### src/rtl/if_fetch_stage_if.sv
// Instruction-memory request/acknowledge bus for the fetch stage.
// master: fetch stage (drives request/address), slave: instruction memory.
interface if_fetch_stage_if;
  logic        imemReq;
  logic [31:0] imemAddr;
  logic        imemAck;
  logic [31:0] imemRdata;

  modport master (output imemReq, output imemAddr, input imemAck, input imemRdata);
  modport slave  (input imemReq, input imemAddr, output imemAck, output imemRdata);
endinterface

### src/rtl/if_fetch_stage.sv
// Instruction-fetch stage: next-PC generation, imem handshake, IF/ID register.
// Optional performance counters are enabled with `define IF_FETCH_PERF_EN.
module if_fetch_stage #(
  parameter logic [31:0] RESET_PC  = 32'h0000_3000,
  parameter logic [31:0] NOP_INSTR = 32'h0000_0000
) (
  input  logic        clk,
  input  logic        rst_n,
  input  logic [31:0] PC,
  output logic [31:0] nextPC,
  output logic        isPCWrite,
  if_fetch_stage_if.master imem,
  input  logic        stall,
  input  logic        redirect,
  input  logic [31:0] redirectTarget,
  output logic        ifidValid,
  output logic [31:0] ifidInstr,
  output logic [31:0] ifidPC,
  output logic [31:0] ifidPC4
`ifdef IF_FETCH_PERF_EN
  ,
  output logic [31:0] fetchCount,
  output logic [31:0] bubbleCount
`endif
);

  typedef enum logic [1:0] {S_INIT, S_FETCH, S_HOLD, S_DROP} state_t;

  state_t      r_state;
  state_t      w_stateNext;
  logic [31:0] r_reqAddr;
  logic [31:0] r_holdInstr;

  logic        w_pcWrite;
  logic [31:0] w_nextPC;
  logic        w_req;
  logic [31:0] w_addr;
  logic        w_load;
  logic [31:0] w_loadInstr;
  logic        w_flush;
  logic        w_capture;
  logic        w_latchAddr;

  // State register
  always_ff @(posedge clk or negedge rst_n) begin
    if (!rst_n) r_state <= S_INIT;
    else        r_state <= w_stateNext;
  end

  // Next-state, PC write port, imem request and IF/ID load decisions
  always_comb begin
    w_stateNext = r_state;
    w_pcWrite   = 1'b0;
    w_nextPC    = PC;
    w_req       = 1'b0;
    w_addr      = PC;
    w_load      = 1'b0;
    w_loadInstr = imem.imemRdata;
    w_flush     = 1'b0;
    w_capture   = 1'b0;
    w_latchAddr = 1'b0;
    case (r_state)
      S_INIT: begin
        w_pcWrite   = 1'b1;
        w_nextPC    = RESET_PC;
        w_stateNext = S_FETCH;
      end
      S_FETCH: begin
        w_req       = 1'b1;
        w_latchAddr = 1'b1;
        if (redirect) begin
          w_stateNext = imem.imemAck ? S_FETCH : S_DROP;
        end else if (imem.imemAck) begin
          if (stall) begin
            w_capture   = 1'b1;
            w_stateNext = S_HOLD;
          end else begin
            w_load    = 1'b1;
            w_pcWrite = 1'b1;
            w_nextPC  = PC + 32'd4;
          end
        end
      end
      S_HOLD: begin
        if (redirect) begin
          w_stateNext = S_FETCH;
        end else if (!stall) begin
          w_load      = 1'b1;
          w_loadInstr = r_holdInstr;
          w_pcWrite   = 1'b1;
          w_nextPC    = PC + 32'd4;
          w_stateNext = S_FETCH;
        end
      end
      S_DROP: begin
        w_req  = 1'b1;
        w_addr = r_reqAddr;
        if (imem.imemAck) w_stateNext = S_FETCH;
      end
      default: w_stateNext = S_INIT;
    endcase
    // Redirect overrides whatever the state decided, including a stall.
    if (redirect && (r_state != S_INIT)) begin
      w_pcWrite = 1'b1;
      w_nextPC  = redirectTarget & 32'hFFFF_FFFC;
      w_flush   = 1'b1;
    end
  end

  assign isPCWrite     = w_pcWrite & rst_n;
  assign nextPC        = w_nextPC;
  assign imem.imemReq  = w_req & rst_n;
  assign imem.imemAddr = w_addr;

  // Outstanding-request address and word captured during a stall
  always_ff @(posedge clk or negedge rst_n) begin
    if (!rst_n) begin
      r_reqAddr   <= '0;
      r_holdInstr <= '0;
    end else begin
      if (w_latchAddr) r_reqAddr   <= PC;
      if (w_capture)   r_holdInstr <= imem.imemRdata;
    end
  end

  // IF/ID pipeline register: flush on redirect, load on accepted fetch
  always_ff @(posedge clk or negedge rst_n) begin
    if (!rst_n) begin
      ifidValid <= 1'b0;
      ifidInstr <= NOP_INSTR;
      ifidPC    <= '0;
      ifidPC4   <= '0;
    end else if (w_flush) begin
      ifidValid <= 1'b0;
      ifidInstr <= NOP_INSTR;
    end else if (w_load) begin
      ifidValid <= 1'b1;
      ifidInstr <= w_loadInstr;
      ifidPC    <= PC;
      ifidPC4   <= PC + 32'd4;
    end
  end

`ifdef IF_FETCH_PERF_EN
  logic [31:0] r_fetchCount;
  logic [31:0] r_bubbleCount;
  logic        w_validNext;

  assign w_validNext = w_flush ? 1'b0 : (w_load ? 1'b1 : ifidValid);

  // Count valid IF/ID loads and post-edge bubbles outside INIT
  always_ff @(posedge clk or negedge rst_n) begin
    if (!rst_n) begin
      r_fetchCount  <= '0;
      r_bubbleCount <= '0;
    end else begin
      if (w_load && !w_flush)                  r_fetchCount  <= r_fetchCount + 32'd1;
      if ((r_state != S_INIT) && !w_validNext) r_bubbleCount <= r_bubbleCount + 32'd1;
    end
  end

  assign fetchCount  = r_fetchCount;
  assign bubbleCount = r_bubbleCount;
`endif

endmodule
### src/flat_wrapper.sv
// flat-port wrapper written by rule: the top's interface ports become plain ports
module if_fetch_stage_flat 
#(
  parameter logic [31:0] RESET_PC  = 32'h0000_3000,
  parameter logic [31:0] NOP_INSTR = 32'h0000_0000
)
  (clk, rst_n, PC, nextPC, isPCWrite, stall, redirect, redirectTarget, ifidValid, ifidInstr, ifidPC, ifidPC4, imem_imemReq, imem_imemAddr, imem_imemAck, imem_imemRdata);
  if_fetch_stage_if imem_i ();
  input  logic clk;
  input  logic rst_n;
  input  logic [31:0] PC;
  output logic [31:0] nextPC;
  output logic isPCWrite;
  input  logic stall;
  input  logic redirect;
  input  logic [31:0] redirectTarget;
  output logic ifidValid;
  output logic [31:0] ifidInstr;
  output logic [31:0] ifidPC;
  output logic [31:0] ifidPC4;
  output wire logic [$bits(imem_i.imemReq)-1:0] imem_imemReq;
  output wire logic [$bits(imem_i.imemAddr)-1:0] imem_imemAddr;
  input wire logic [$bits(imem_i.imemAck)-1:0] imem_imemAck;
  input wire logic [$bits(imem_i.imemRdata)-1:0] imem_imemRdata;
  assign imem_imemReq = imem_i.imemReq;
  assign imem_imemAddr = imem_i.imemAddr;
  assign imem_i.imemAck = imem_imemAck;
  assign imem_i.imemRdata = imem_imemRdata;
  if_fetch_stage #(.RESET_PC(RESET_PC), .NOP_INSTR(NOP_INSTR)) u_core (.clk(clk), .rst_n(rst_n), .PC(PC), .nextPC(nextPC), .isPCWrite(isPCWrite), .imem(imem_i), .stall(stall), .redirect(redirect), .redirectTarget(redirectTarget), .ifidValid(ifidValid), .ifidInstr(ifidInstr), .ifidPC(ifidPC), .ifidPC4(ifidPC4));
endmodule
### config.mk
export PLATFORM = sky130hd
export DESIGN_NAME = if_fetch_stage_flat
export DESIGN_NICKNAME = d
export VERILOG_FILES = /design/src/rtl/if_fetch_stage_if.sv /design/src/rtl/if_fetch_stage.sv /design/src/flat_wrapper.sv
export SDC_FILE = /design/constraint.sdc
export NUM_CORES = 1
export LEC_CHECK = 0
export ABC_AREA = 0
export CAP_MARGIN = 40
export CORE_MARGIN = 10
export CORE_UTILIZATION = 38
export CTS_CLUSTER_DIAMETER = 60
export CTS_CLUSTER_SIZE = 30
export DETAILED_ROUTE_END_ITERATION = 6
export GPL_ROUTABILITY_DRIVEN = 0
export PLACE_DENSITY = 0.66
export SLEW_MARGIN = 20
export SYNTH_ARGS = -nofsm -noshare
export SYNTH_HDL_FRONTEND = slang
export SYNTH_SLANG_ARGS = --single-unit
### constraint.sdc
create_clock -name clk -period 3.1 [get_ports clk]
set_input_delay 0.465 -clock clk [delete_from_list [all_inputs] [get_ports clk]]
set_output_delay 0.465 -clock clk [all_outputs]
set_load 0.01 [all_outputs]
Yosys cells after proc, flatten, opt, wreduce, memory -nomap -nowiden
Index checks and enable logic that the tools add are counted.

Register bits: 163. Input port bits: 101.

Add/sub/neg operators: 1. Equal/unequal tests: 7. Mux-type cells: 36. Bitwise operators: 3. Reduce and logical (&&, ||, !) cells: 7.

Operators by type and width (number): $mux 32 (11); $pmux 32 s3 (1); $add 32x3->32 const B (1); $mux 1 (14); $mux 2 (7); $ne 3x3->1 const B (3); $pmux 2 s4 (1); $eq 2x2->1 const B (2); $reduce_and 4->1 (1); $reduce_bool 2->1 (2); $pmux 1 s3 (1); $and 1x1->1 (2); $eq 2x1->1 const B (1); $logic_not 2->1 (1); $ne 2x2->1 const B (1); $pmux 1 s2 (1); $reduce_and 2->1 (1); $reduce_or 2->1 (1); $logic_and 1x1->1 (1); $not 1->1 (1).

Logic depth before layout (Yosys ltp)
Gate-level depths: netlist of the first run.

Word-level depth: 6. Mapped depth: 11.

Worst setup path before layout of the first run
OpenSTA, ideal clock, no wires.

Kind: input to output. From: in PC[2]. To: out nextPC[24]. Arrival time: 2.128 ns. Required time: 2.635 ns. Slack: 0.507 ns. Stages: 7. Path buffers: 1. Path through: ha_1 -> and3_1 -> clkbuf_1 -> nand2_2 -> or4_4 -> or3_1 -> a41oi_2.

Word-level cells in the longest chain between the ends: 6. Elaborated cells between the ends (all ways): 7. Those cells by class: 1 x add/sub; 6 x mux.

RTL lines: start: declaration (RTL line flat_wrapper.sv:11) `input logic [31:0] PC;`; $add 32x3->32 * (RTL line if_fetch_stage.sv:80, if_fetch_stage.sv:91); $mux 32 * (RTL line if_fetch_stage.sv:74, if_fetch_stage.sv:87); $mux 32 (RTL line if_fetch_stage.sv:73) `end else if (imem.imemAck) begin`; $mux 32 (RTL line if_fetch_stage.sv:71) `if (redirect) begin`; $pmux 32 s3 * (RTL line if_fetch_stage.sv:62) `case (r_state)`; $mux 32 * (RTL line if_fetch_stage.sv:103) `if (redirect && (r_state != S_INIT)) begin`; end: declaration (RTL line flat_wrapper.sv:12) `output logic [31:0] nextPC;`.

Mark *: on every way between the ends. The rest lies on a longest branch, timed or not.

Worst setup path after layout of the first run
From: in stall. To: out nextPC[8].

Word-level cells in the longest chain between the ends: 5. Elaborated cells between the ends (all ways): 6. Those cells by class: 6 x mux.

RTL lines: start: declaration (RTL line flat_wrapper.sv:14) `input logic stall;`; $mux 32 * (RTL line if_fetch_stage.sv:74, if_fetch_stage.sv:87); $mux 32 (RTL line if_fetch_stage.sv:73); $mux 32 (RTL line if_fetch_stage.sv:71); $pmux 32 s3 * (RTL line if_fetch_stage.sv:62); $mux 32 * (RTL line if_fetch_stage.sv:103).

Marks and branches as above.

==> flow_results.org, run 1 <==
** Global route
- For this run the aggregate overflow at the end of global routing stands at 0.
- Wire length of the first global-routing pass :: 49,230 um
- The number of global-route vias before repair came to 8,304.
- Entering global routing, the biggest net connects 159 pins.
- Global Route Usage Sum :: 20.58%
- The initial antenna violation count is 4.

** STA
- The max-slew violation count came to 0.
- Setup clock skew after layout :: 0.01537 ns
- Setup violations remaining at the end of the flow were counted as 0.
- Final hold vios :: 0
- Setup slack closes at 0.03253 ns.
- Transition time at the pin with the least slew margin :: 0.6708 ns
- Normalized max-slew margin :: 55.28%
- After routing, the total negative slack on setup checks comes to 0 ns.
- The worst path in the final design needs a cycle of 3.067 ns, including I/O delays and setup.
- FMAX :: 326.0 MHz
- Unrepaired setup endpoints after global routing :: yes
- Fin crit share :: 98.95%

** Power
- Net Sw Power :: 4.159 mW
- Part of the total power dissipated in combinational logic :: 49.7%
- Internal power :: 7.123 mW
- The clock network accounts for 19.4% of the total power.
- In this run, flip-flops and latches consume 30.9% of the power.
- The analysis attributes to cell leakage a power of 5.856 nW.
- Dividing total power by cell area gives a power density of 819.5 nW/um2.
- VDD sags by at most 0.4601 mV.
- Of the total power, the share spent switching nets is 36.86%.

** Synthesis
- Post-synth cell types :: 65
- Number of flops mapped to enable cells by yosys :: 0
- In this run the biggest area consumer among cell types represents 45.31% of the synthesized area.
- Top FF cell, synth :: sky130_fd_sc_hd__dfrtp_1
- Synthesis produced 878 cells.
- The number of nets in the synthesized netlist is 984.
- Sorting the synthesized cells by area gives the leading types as sky130_fd_sc_hd__dfrtp_1 (45%), sky130_fd_sc_hd__mux2_2 (16%), sky130_fd_sc_hd__o21ai_0 (5.4%).
- Syn_area_per_cell :: 10.13 um2
- Total number of yosys warnings :: 0
- Library cell with the largest summed area after synthesis :: sky130_fd_sc_hd__dfrtp_1
- In this run, synthesis produced a sequential element count of 161.
- Sequential area share after synthesis :: 45.31%
- Of all flip-flops after synthesis, the portion carrying an async set or reset was 100.0%.
- Summing every instance area after synthesis gives 8891 um2.

** Route
- Before antenna repair, the detailed router went through 5 iterations.
- In the routed design, unresolved DRC markers number 0.
- 1st-iter DRT viols :: 534
- For this block, the routed nets add up to 31,980 um of wire.
- The routed layout has 8,284 vias.
- Vias per cell :: 5.310
- Once detail routing completed, the nets flagged for antenna violations numbered 0.
- Per-cell routed wire length :: 20.50 um

** Clocking
- TritonCTS built the clock tree.
- Insertion delay of the later-clocked pin in the worst-skew pair :: 0.44 ns
- The H-tree was split into 4 levels.
- Clock tree synthesis found a total of 161 sinks.
- Clock-pin slew was measured on the worst setup and hold paths at 0.08 ns.
- No sink is reached through more buffers than the 2 on the longest clock path.
- Root Driver :: sky130_fd_sc_hd__clkbuf_16
- Num CTS Buffers :: 17

** Setup path
- The worst register-to-register path has a depth of 9.
- The worst register-to-register path begins at u_core.r_state[1].
- Maximum fanout count along the critical path :: 7
- Startpoint class of the critical path :: input port
- Destination of the worst register-to-register timing path :: u_core.ifidPC[26]
- Crit Path Class :: in2out
- WP data arrival :: 2.60 ns
- The most critical setup path has its startpoint at stall.
- Worst reg-to-reg setup slack :: 0.77 ns
- STA classifies the critical path endpoint as an output pin.
- Data on the critical path is required at its endpoint by 2.63 ns.

** Floorplanning
- Overall die height :: 173.0 um
- 264 I/O pins were placed.
- Number of cell rows :: 55
- The core region is 22,850 um2.
- Horizontal extent of the die :: 173.0 um
- The die covers 29,920 um2.
- Once the floorplan was initialized, standard cells occupied 38.92% of the core.

** Run status
- Outcome :: complete, no violations

** Layout
- The net count of the finished layout is 1,337.
- Commonest cells after routing, fill and taps aside :: sky130_fd_sc_hd__clkdlybuf4s50_1 (206), sky130_fd_sc_hd__dfrtp_1 (161), sky130_fd_sc_hd__buf_4 (141)
- Signed area change from the synthesized netlist to the final layout :: 54.84%
- Commonest non-fill, non-tap cell in the layout :: sky130_fd_sc_hd__clkdlybuf4s50_1
- Share of cells above drive strength 1 :: 32.15%

** Run
- Count of max-cap constraint violations :: 0

** Hold path
- Worst hold path class :: in2async

** Placement
- Sum of net half-perimeters after detailed placement :: 23,650 um
- PortBufs :: 261
- OpenSTA, run right after detailed placement, puts the worst setup slack at -0.5823 ns.
logic make-up after synthesis:
kind of cell,Yosys count,share of synthesized area [%]
xor+xnor,36,3.546
simple gates,242,14.14
buf+inv,95,4.686
mux,158,19.53
fa+ha+maj,5,0.7036
compound gates,181,12.07
flops,161,45.31
routing by layer:
layer  track usage [%]  vias to the layer above  part of all wire, %  wire, um
met5                 0                        -                0.038        12
met2             33.04                      286                   48     15470
met4             5.534                        2                  1.6       522
li1                  -                     3864                    -         -
met1             26.40                     4096                   43     13680
met3             6.121                       36                  7.2      2295
cell usage after synthesis, types with 3 or more instances:
cell and n:
sky130_fd_sc_hd__mux2i_1 34, sky130_fd_sc_hd__o21a_1 4, sky130_fd_sc_hd__a22oi_1 4, sky130_fd_sc_hd__a221oi_1 3
sky130_fd_sc_hd__a31oi_1 11, sky130_fd_sc_hd__buf_2 21, sky130_fd_sc_hd__o21ai_1 5, sky130_fd_sc_hd__nor2b_1 3
sky130_fd_sc_hd__nor3b_1 3, sky130_fd_sc_hd__o21ai_0 96, sky130_fd_sc_hd__inv_1 9, sky130_fd_sc_hd__xor2_1 13
sky130_fd_sc_hd__o31ai_1 6, sky130_fd_sc_hd__a21oi_1 26, sky130_fd_sc_hd__and3_1 9, sky130_fd_sc_hd__ha_1 5
sky130_fd_sc_hd__nor4_1 9, sky130_fd_sc_hd__clkbuf_1 50, sky130_fd_sc_hd__nand4_1 7, sky130_fd_sc_hd__and2_1 3
sky130_fd_sc_hd__buf_1 8, sky130_fd_sc_hd__nand2_1 67, sky130_fd_sc_hd__buf_4 5, sky130_fd_sc_hd__nor2_1 50
sky130_fd_sc_hd__mux2_2 124, sky130_fd_sc_hd__nor3_1 15, sky130_fd_sc_hd__nand3_1 47, sky130_fd_sc_hd__o22a_1 3
sky130_fd_sc_hd__dfrtp_1 161, sky130_fd_sc_hd__nand2b_1 3, sky130_fd_sc_hd__xnor2_1 23
critical path: stages:
cell,delay (ns)
sky130_fd_sc_hd__clkdlybuf4s50_1,0.42
sky130_fd_sc_hd__or2_4,0.32
sky130_fd_sc_hd__or3_4,0.42
sky130_fd_sc_hd__buf_4,0.19
sky130_fd_sc_hd__nor4_2,0.28
sky130_fd_sc_hd__a21oi_1,0.12
sky130_fd_sc_hd__o21ai_1,0.14
sky130_fd_sc_hd__clkdlybuf4s15_2,0.24
power groups by stage:
stage	clock, mW	combinational (mW)	sequential, mW
after floorplan	0	2.42	3.66
after global placement	0	5.58	3.46
after detailed placement	0	5.64	3.51
after CTS	2.24	5.60	3.48
after global routing	2.33	6.02	3.60
final	2.19	5.61	3.49
stage by stage:
step           utilization, %  area, um2  total power, mW  cells  hold WS (ns)
2_1_floorplan               -       8891            6.083    878        0.1694
3_3_place_gp            55.65      12710            9.039   1513        0.3552
3_5_place_dp            55.74      12730            9.153   1514        0.3521
4_1_cts                 59.28      13540            11.31   1552        0.4767
5_1_grt                 60.26      13770            11.95   1560        0.4946
6_report                60.26      13770            11.28   1560        0.4653
worst max-delay path by stage:
stage | to | slack [ns]
finish | nextPC[8] | 0.03
CTS | nextPC[28] | -0.15
floorplan | nextPC[24] | 0.51
global route | nextPC[8] | -0.03
global placement | nextPC[28] | -0.56
detailed placement | nextPC[28] | -0.58
state kept, by name, summed over array words and instances (netlist names):
register and count:
u_core.ifidInstr 32, u_core.ifidPC4 32, u_core.ifidValid 1, u_core.r_reqAddr 32, u_core.r_state 2, u_core.r_holdInstr 32
u_core.ifidPC 30
repair_timing:
item | CTS | global route
resized for setup | 109 | 70
buffers inserted | 5 | 4
endpoints found under the hold margin | 25 | 0
endpoints found under the setup margin | 37 | 30
hold buffers | 1 | 0
pin swaps | 8 | 12
layout make-up:
class,instances,area (um2)
well taps,313,391.6
multi-input cells,622,4773
clock inverters,15,201.4
fillers,2012,9080
diodes,3,7.507
repair buffers,420,3905
flip-flops and latches,161,4029
inverters,9,33.78
clock buffers,17,425.4
Power figures use the tool's default switching activity.
==> inputs of run 2 (changes only) <==
Settings changed: CORE_ASPECT_RATIO set to 0.9.
==> run 2 against run 1 <==
Against the previous run: global-route usage rose by 0.32 points; clock skew fell by 0.0064 ns; via count grew 0.18%; register-to-register slack better by 0.10 ns; clock power decreased by 4%; first-iteration DRC count rose by 3.9%; sequential cell count stayed put.
==> flow_results.org, run 2 (synthesis gave the netlist of run 1 again) <==
** Power
- Power spread over the standard cell area amounts to 821.3 nW/um2.
- Summed over all nets, the switching power comes to 4.127 mW.
- Part of the total power dissipated in combinational logic :: 50.2%
- Per report_power, the sequential group accounts for 31.1% of the total.
- For this design the static power due to leakage is 5.741 nW.
- Max VDD drop :: 0.3909 mV
- Switching power as a share of total power :: 36.78%
- Clock share of power :: 18.7%
- Cell internal power was estimated by the tool at 7.092 mW.

** Route
- Vias per cell :: 5.361
- Via total after detailed routing :: 8,299
- Dividing the detail-routed wire length by the instance count gives 20.89 um.
- In the routed design, unresolved DRC markers number 0.
- In this run, the number of DRC markers left after iteration 0 of detailed routing was 555.
- Once detail routing completed, the nets flagged for antenna violations numbered 0.
- First-pass detailed-route iteration total :: 4
- Total length of routed wires :: 32,340 um

** Layout
- Number of nets in the finished design :: 1,337
- Cells with a size suffix above 1 make up 32.07% of the layout.
- Once layout is complete, the cells apart from fillers number 1,548.
- Utilization after layout :: 58.86%
- The library cell used most frequently in the layout, excluding fill and tap cells, is sky130_fd_sc_hd__clkdlybuf4s50_1.
- The finished cells cover 13,660 um2.
- The top cell types in the final layout, fill and taps aside, are sky130_fd_sc_hd__clkdlybuf4s50_1 (215), sky130_fd_sc_hd__dfrtp_1 (160), sky130_fd_sc_hd__buf_4 (150).
- Signed area change from the synthesized netlist to the final layout :: 53.64%

** Global route
- Vias in the first global route :: 8,471
- Global Route Usage Sum :: 20.89%
- Wire length of the first global-routing pass :: 49,420 um
- The initial antenna violation count is 1.
- Maximum number of pins on one net before global-route repair :: 117
- GR Overflow Total :: 0

** Placement
- Total cell area at the placement stage :: 12,750 um2
- Sum of net half-perimeters after detailed placement :: 24,140 um
- Input and output buffers added on the ports amount to 261.
- Number of placed instances, taps included :: 1,509

** Floorplanning
- Number of cell rows :: 53
- Overall die height :: 165.1 um
- Horizontal extent of the die :: 181.2 um
- Floorplan core area :: 23,210 um2
- During I/O placement, the number of pins put on the boundary was 264.
- The die covers 29,920 um2.
- Starting density of the core :: 38.31%

** Setup path
- The slowest stage of the critical path is the sky130_fd_sc_hd__clkdlybuf4s50_1 cell.
- Crit-path leading delay family :: buffers and inverters
- Together, buffers and inverters on the worst path number 4.
- The critical path goes through clkdlybuf4s50_1, nor3b_4, buf_4, o21ai_1, buf_4, o21ai_2, o311ai_2, o21a_1, dlygate4sd2_1.
- Startpoint class of the critical path :: input port
- Kind of capture point of the worst setup path :: output pin
- Maximum fanout count along the critical path :: 5
- WP data arrival :: 2.60 ns
- Data on the critical path is required at its endpoint by 2.63 ns.
- The largest single stage delay on the critical path is 0.62 ns.
- In this design, the critical path's most frequently occurring cell is sky130_fd_sc_hd__buf_4.
- Crit Path Class :: in2out

** STA
- The clock arrives with 0.008988 ns of skew.
- FMAX :: 325.7 MHz
- Setup violations remaining at the end of the flow were counted as 0.
- Pins Over Slew Limit :: 0
- The worst path needs 3.070 ns of the cycle, external delays included.
- Transition time at the pin with the least slew margin :: 0.5862 ns
- Dividing the final minimum period by the clock period gives 99.03%.
- Final hold vios :: 0
- Headroom to the max-slew limit came out at 60.92%.

** Clocking
- CTS built an H-tree with a depth of 4.
- Clock transition at the register clock pins on the worst setup and hold paths after CTS :: 0.07 ns
- CTS tree :: yes
- The clock reaches the later pin of the worst-skew pair after 0.44 ns.
- In this run the clock root is driven by a sky130_fd_sc_hd__clkbuf_16.
- Number of clock sinks seen by CTS :: 161
- Buffer levels on the longest clock path :: 2
- TritonCTS created 17 clock buffers.

** Run status
- The run finished with clean final reports.

** Run
- Count of max-cap constraint violations :: 0

** Hold path
- Worst hold path class :: in2async
run 2: changes by cell type in the layout (fill, tap and decap cells not counted), moves of 3 or more:
cell / before / now
sky130_fd_sc_hd__clkdlybuf4s50_1: 206 / 215
sky130_fd_sc_hd__clkdlybuf4s15_1: 2 / 7
sky130_fd_sc_hd__clkinv_8: 7 / 4
sky130_fd_sc_hd__buf_4: 141 / 150
sky130_fd_sc_hd__dlygate4sd2_1: 24 / 20
sky130_fd_sc_hd__dlymetal6s2s_1: 14 / 4
sky130_fd_sc_hd__buf_6: 8 / 3
sky130_fd_sc_hd__nand2_2: 4 / 1
run 2: power groups by stage:
| stage | Clock (mW) | Sequential, mW | Combinational (mW) |
|---|---|---|---|
| floorplan | 0 | 3.66 | 2.42 |
| global placement | 0 | 3.46 | 5.59 |
| detailed placement | 0 | 3.52 | 5.65 |
| CTS | 2.15 | 3.48 | 5.59 |
| global route | 2.25 | 3.60 | 6.03 |
| finish | 2.10 | 3.49 | 5.63 |
run 2: worst register-to-register path, stage by stage (launching register included):
cell and delay [ns]:
sky130_fd_sc_hd__dfrtp_2 0.45, sky130_fd_sc_hd__inv_2 0.11, sky130_fd_sc_hd__ha_4 0.16, sky130_fd_sc_hd__buf_12 0.16, sky130_fd_sc_hd__nor3b_2 0.21, sky130_fd_sc_hd__buf_4 0.15
sky130_fd_sc_hd__buf_4 0.48, sky130_fd_sc_hd__mux2i_1 0.26, sky130_fd_sc_hd__o21ai_0 0.11
run 2: through the flow:
| stage | hold WS [ns] | setup TNS, ns | power (mW) | setup slack, ns |
|---|---|---|---|---|
| after floorplan | 0.1694 | 0 | 6.083 | 0.5066 |
| after global placement | 0.3340 | -9.391 | 9.050 | -0.6507 |
| after detailed placement | 0.3318 | -10.10 | 9.170 | -0.6691 |
| after CTS | 0.4375 | -0.2049 | 11.22 | -0.2049 |
| after global routing | 0.4647 | -0.02257 | 11.89 | -0.01148 |
| final | 0.4365 | 0 | 11.22 | 0.03012 |
run 2: repair_timing:
| action | 4_1_cts | 5_1_grt |
|---|---|---|
| setup endpoints to repair | 31 | 29 |
| hold endpoints to repair | 19 | 0 |
| pin swaps | 9 | 13 |
| cloned | 0 | 0 |
| hold buffers | 1 | 0 |
| gates resized for setup | 93 | 73 |
| setup buffers | 1 | 3 |
run 2: metal layers:
metal	track usage [%]	wire (um)	vias to the layer above
met5	0	0	-
met4	6.908	656	0
met3	5.554	2383	42
met2	33.15	15150	309
met1	27.26	14150	4096
li1	-	-	3852
run 2: layout make-up:
class / count / area, um2
clock buffer: 17 / 425.4
clock inverter: 15 / 166.4
timing repair buffer: 420 / 3830
multi-input combinational: 622 / 4792
inverter: 9 / 33.78
sequential: 161 / 4030
tap: 302 / 377.9
antenna: 2 / 5.005
fill: 2007 / 9549
run 2: worst paths after layout:
| kind | end | slack [ns] | cells past startpoint | startpoint |
|---|---|---|---|---|
| worst max register to register | u_core.ifidInstr[5] | 0.87 | 8 | u_core.r_state[0] |
| min in group clk | u_core.ifidPC4[2] | 0.48 | 2 | u_core.ifidPC4[2] |
| worst min register to register | u_core.ifidPC4[2] | 0.48 | 2 | u_core.ifidPC4[2] |
| worst min-delay path | u_core.r_holdInstr[4] | 0.44 | 2 | rst_n |
| worst max-delay path | nextPC[5] | 0.03 | 9 | imem_imemAck |
| max in group asynchronous | u_core.ifidValid | 1.36 | 4 | rst_n |
==> inputs of run 3 (changes only) <==
Settings changed: CORE_MARGIN 10 to 4.
==> run 3 against run 2 <==
Against the previous run: wire length decreased by 4.0%; core utilization grew 1.6 points; largest power group unchanged; register-to-register slack got worse by 0.08 ns; sequential power about the same; first-iteration DRC count shrank 3.1%; worst setup slack better by 0.019 ns; count of clock-buffer cells in the layout rose by 2; sequential share of layout area decreased by 0.22 points.
==> flow_results.org, run 3 (synthesis gave the netlist of run 1 again) <==
** Clocking
- TritonCTS built the clock tree.
- Buffer levels on the longest clock path :: 2
- Insertion delay of the later-clocked pin in the worst-skew pair :: 0.43 ns
- The H-tree was split into 4 levels.
- Counting the buffers created by CTS gives 17.
- After clock tree synthesis, the clock-pin slew on the worst setup and hold paths is 0.07 ns.
- Number of clock sinks seen by CTS :: 161
- In this run the clock root is driven by a sky130_fd_sc_hd__clkbuf_16.

** Route
- The count of nets left with antenna violations once routing finished came out at 0.
- Before antenna repair, the detailed router went through 5 iterations.
- Total length of routed wires :: 31,030 um
- Per-cell routed wire length :: 20.02 um
- Using the TritonRoute via totals, the vias-per-cell ratio works out to 5.357.
- 1st-iter DRT viols :: 538
- The routed layout has 8,304 vias.
- For this run, design rule violations remaining after detail routing come to 0.

** Layout
- Compared with the post-synthesis result, the final layout area differs by 54.80%.
- Filler cell count in the final layout :: 1,955
- Commonest non-fill, non-tap cell in the layout :: sky130_fd_sc_hd__clkdlybuf4s50_1
- The library cells used most frequently in the layout, excluding fill and tap cells, are sky130_fd_sc_hd__clkdlybuf4s50_1 (206), sky130_fd_sc_hd__dfrtp_1 (160), sky130_fd_sc_hd__buf_4 (154).
- Summing all multi-input logic gate instances after layout gives 4782 um2.
- Share of cells above drive strength 1 :: 31.89%
- Number of nets in the finished design :: 1,345
- Area taken by flip-flops and latches :: 4030 um2
- The finished cells cover 13,760 um2.

** Setup path
- The worst setup path is of the in2out kind.
- The worst setup path is captured at an output pin.
- WP data arrival :: 2.59 ns
- In this run the worst path has a maximum fanout of 5.
- The worst setup path is launched from an input port.
- At the worst endpoint, the required time is 2.63 ns.

** Power
- Static Leak :: 5.912 nW
- The design draws 11.36 mW.
- Internal power :: 7.384 mW
- Part of the total power dissipated in combinational logic :: 49.3%
- Switching power as a share of total power :: 35.01%
- VDD sags by at most 0.5011 mV.
- Net Sw Power :: 3.978 mW
- Clock share of power :: 19.9%
- Part of the power in registers :: 30.8%
- Power spread over the standard cell area amounts to 825.5 nW/um2.

** Floorplanning
- Number of top-level pins :: 264
- The die covers 25,910 um2.
- Horizontal extent of the die :: 169.2 um
- Overall die height :: 153.1 um
- Starting density of the core :: 39.04%
- The core region is 22,770 um2.
- Number of cell rows :: 52

** STA
- The clock arrives with 0.008894 ns of skew.
- Count of endpoints failing setup in the final report :: 0
- Unrepaired setup endpoints after global routing :: yes
- Crit path setup slack, layout :: 0.04865 ns
- At the pin with the least slew margin, the transition time is 0.6842 ns.
- Fin crit share :: 98.43%
- The number of hold violations in the final report came to 0.
- Time the worst path needs with I/O delays and setup :: 3.051 ns
- FMAX :: 327.7 MHz
- The worst pin sits at a relative slew slack of 54.39%.
- Worst Hold Slack :: 0.4063 ns
- The max-slew violation count came to 0.

** Global route
- Wire length of the first global-routing pass :: 47,800 um
- Global Route Usage Sum :: 23.40%
- Initial antenna violation count :: 3
- The total overflow left after global routing is 0.
- The number of global-route vias before repair was 8,332.
- Maximum number of pins on one net before global-route repair :: 96

** Run
- The tool flagged a number of max-cap violations equal to 0.

** Placement
- Total cell area at the placement stage :: 12,700 um2
- Sum of net half-perimeters after detailed placement :: 22,310 um
- Setup WS pre-CTS :: -0.5942 ns
- PortBufs :: 261

** Hold path
- The worst hold path belongs to the class in2async.

** Run status
- Outcome :: complete, no violations
## run 3: cell count changes in the layout (fill, tap and decap cells not counted), moves of 4 or more
cell	change
sky130_fd_sc_hd__dlymetal6s2s_1	+9
sky130_fd_sc_hd__clkdlybuf4s50_1	-9
sky130_fd_sc_hd__dlygate4sd2_1	+9
sky130_fd_sc_hd__clkdlybuf4s15_1	-6
sky130_fd_sc_hd__clkinv_8	-4
sky130_fd_sc_hd__buf_4	+4
sky130_fd_sc_hd__buf_6	+5
## run 3: cell type report
| class | instances | area share (%) |
|---|---|---|
| Inverter | 9 | 0.2455 |
| Sequential cell | 161 | 29.28 |
| Clock inverter | 12 | 1.227 |
| Multi-Input combinational cell | 622 | 34.75 |
| Clock buffer | 19 | 3.291 |
| Timing Repair Buffer | 428 | 28.47 |
| Antenna cell | 2 | 0.03636 |
| Tap cell | 297 | 2.700 |
## run 3: per-stage QoR
stage | cells | util [%] | TNS, ns
floorplan | 878 | - | 0
global placement | 1500 | 55.68 | -9.781
detailed placement | 1501 | 55.77 | -10.23
CTS | 1540 | 59.58 | -0.6961
global route | 1550 | 60.44 | -0.03581
finish | 1550 | 60.44 | 0
## run 3: what timing repair did
action | 4_1_cts | 5_1_grt
buffers inserted | 6 | 8
hold buffers | 1 | 0
gates cloned | 1 | 0
gates resized for setup | 96 | 62
endpoints found under the setup margin | 30 | 28
pin swaps | 9 | 10
hold endpoints to repair | 6 | 0
## run 3: metal layers
metal | GRT usage [%] | routed length (um)
met4 | 7.014 | 571
met3 | 5.165 | 1978
met2 | 36.76 | 14660
met1 | 32.52 | 13810
met5 | 0 | 13
## run 3: path summary, 6_finish.rpt
path / start / to / slack (ns) / cells after the start
max: imem_imemAck / nextPC[3] / 0.05 / 8
min: rst_n / u_core.ifidInstr[9] / 0.41 / 2
max reg2reg: u_core.r_state[0] / u_core.ifidPC[25] / 0.79 / 9
min reg2reg: u_core.ifidPC4[12] / u_core.ifidPC4[12] / 0.49 / 2
max in group asynchronous: rst_n / u_core.ifidPC4[7] / 1.78 / 4
min in group clk: PC[2] / u_core.ifidPC4[2] / 0.47 / 3
## run 3: critical path: stages
cell and delay (ns):
sky130_fd_sc_hd__clkdlybuf4s50_1 0.62, sky130_fd_sc_hd__nor3b_4 0.34, sky130_fd_sc_hd__buf_4 0.21, sky130_fd_sc_hd__o21ai_1 0.10, sky130_fd_sc_hd__buf_4 0.20, sky130_fd_sc_hd__a221oi_2 0.30
sky130_fd_sc_hd__nor2_1 0.07, sky130_fd_sc_hd__dlygate4sd2_1 0.29
## run 3: power groups by stage
stage,Sequential [mW],Clock [mW],Combinational (mW)
2_1_floorplan,3.66,0,2.42
3_3_place_gp,3.47,0,5.47
3_5_place_dp,3.52,0,5.53
4_1_cts,3.49,2.30,5.62
5_1_grt,3.61,2.40,5.98
6_report,3.50,2.26,5.60
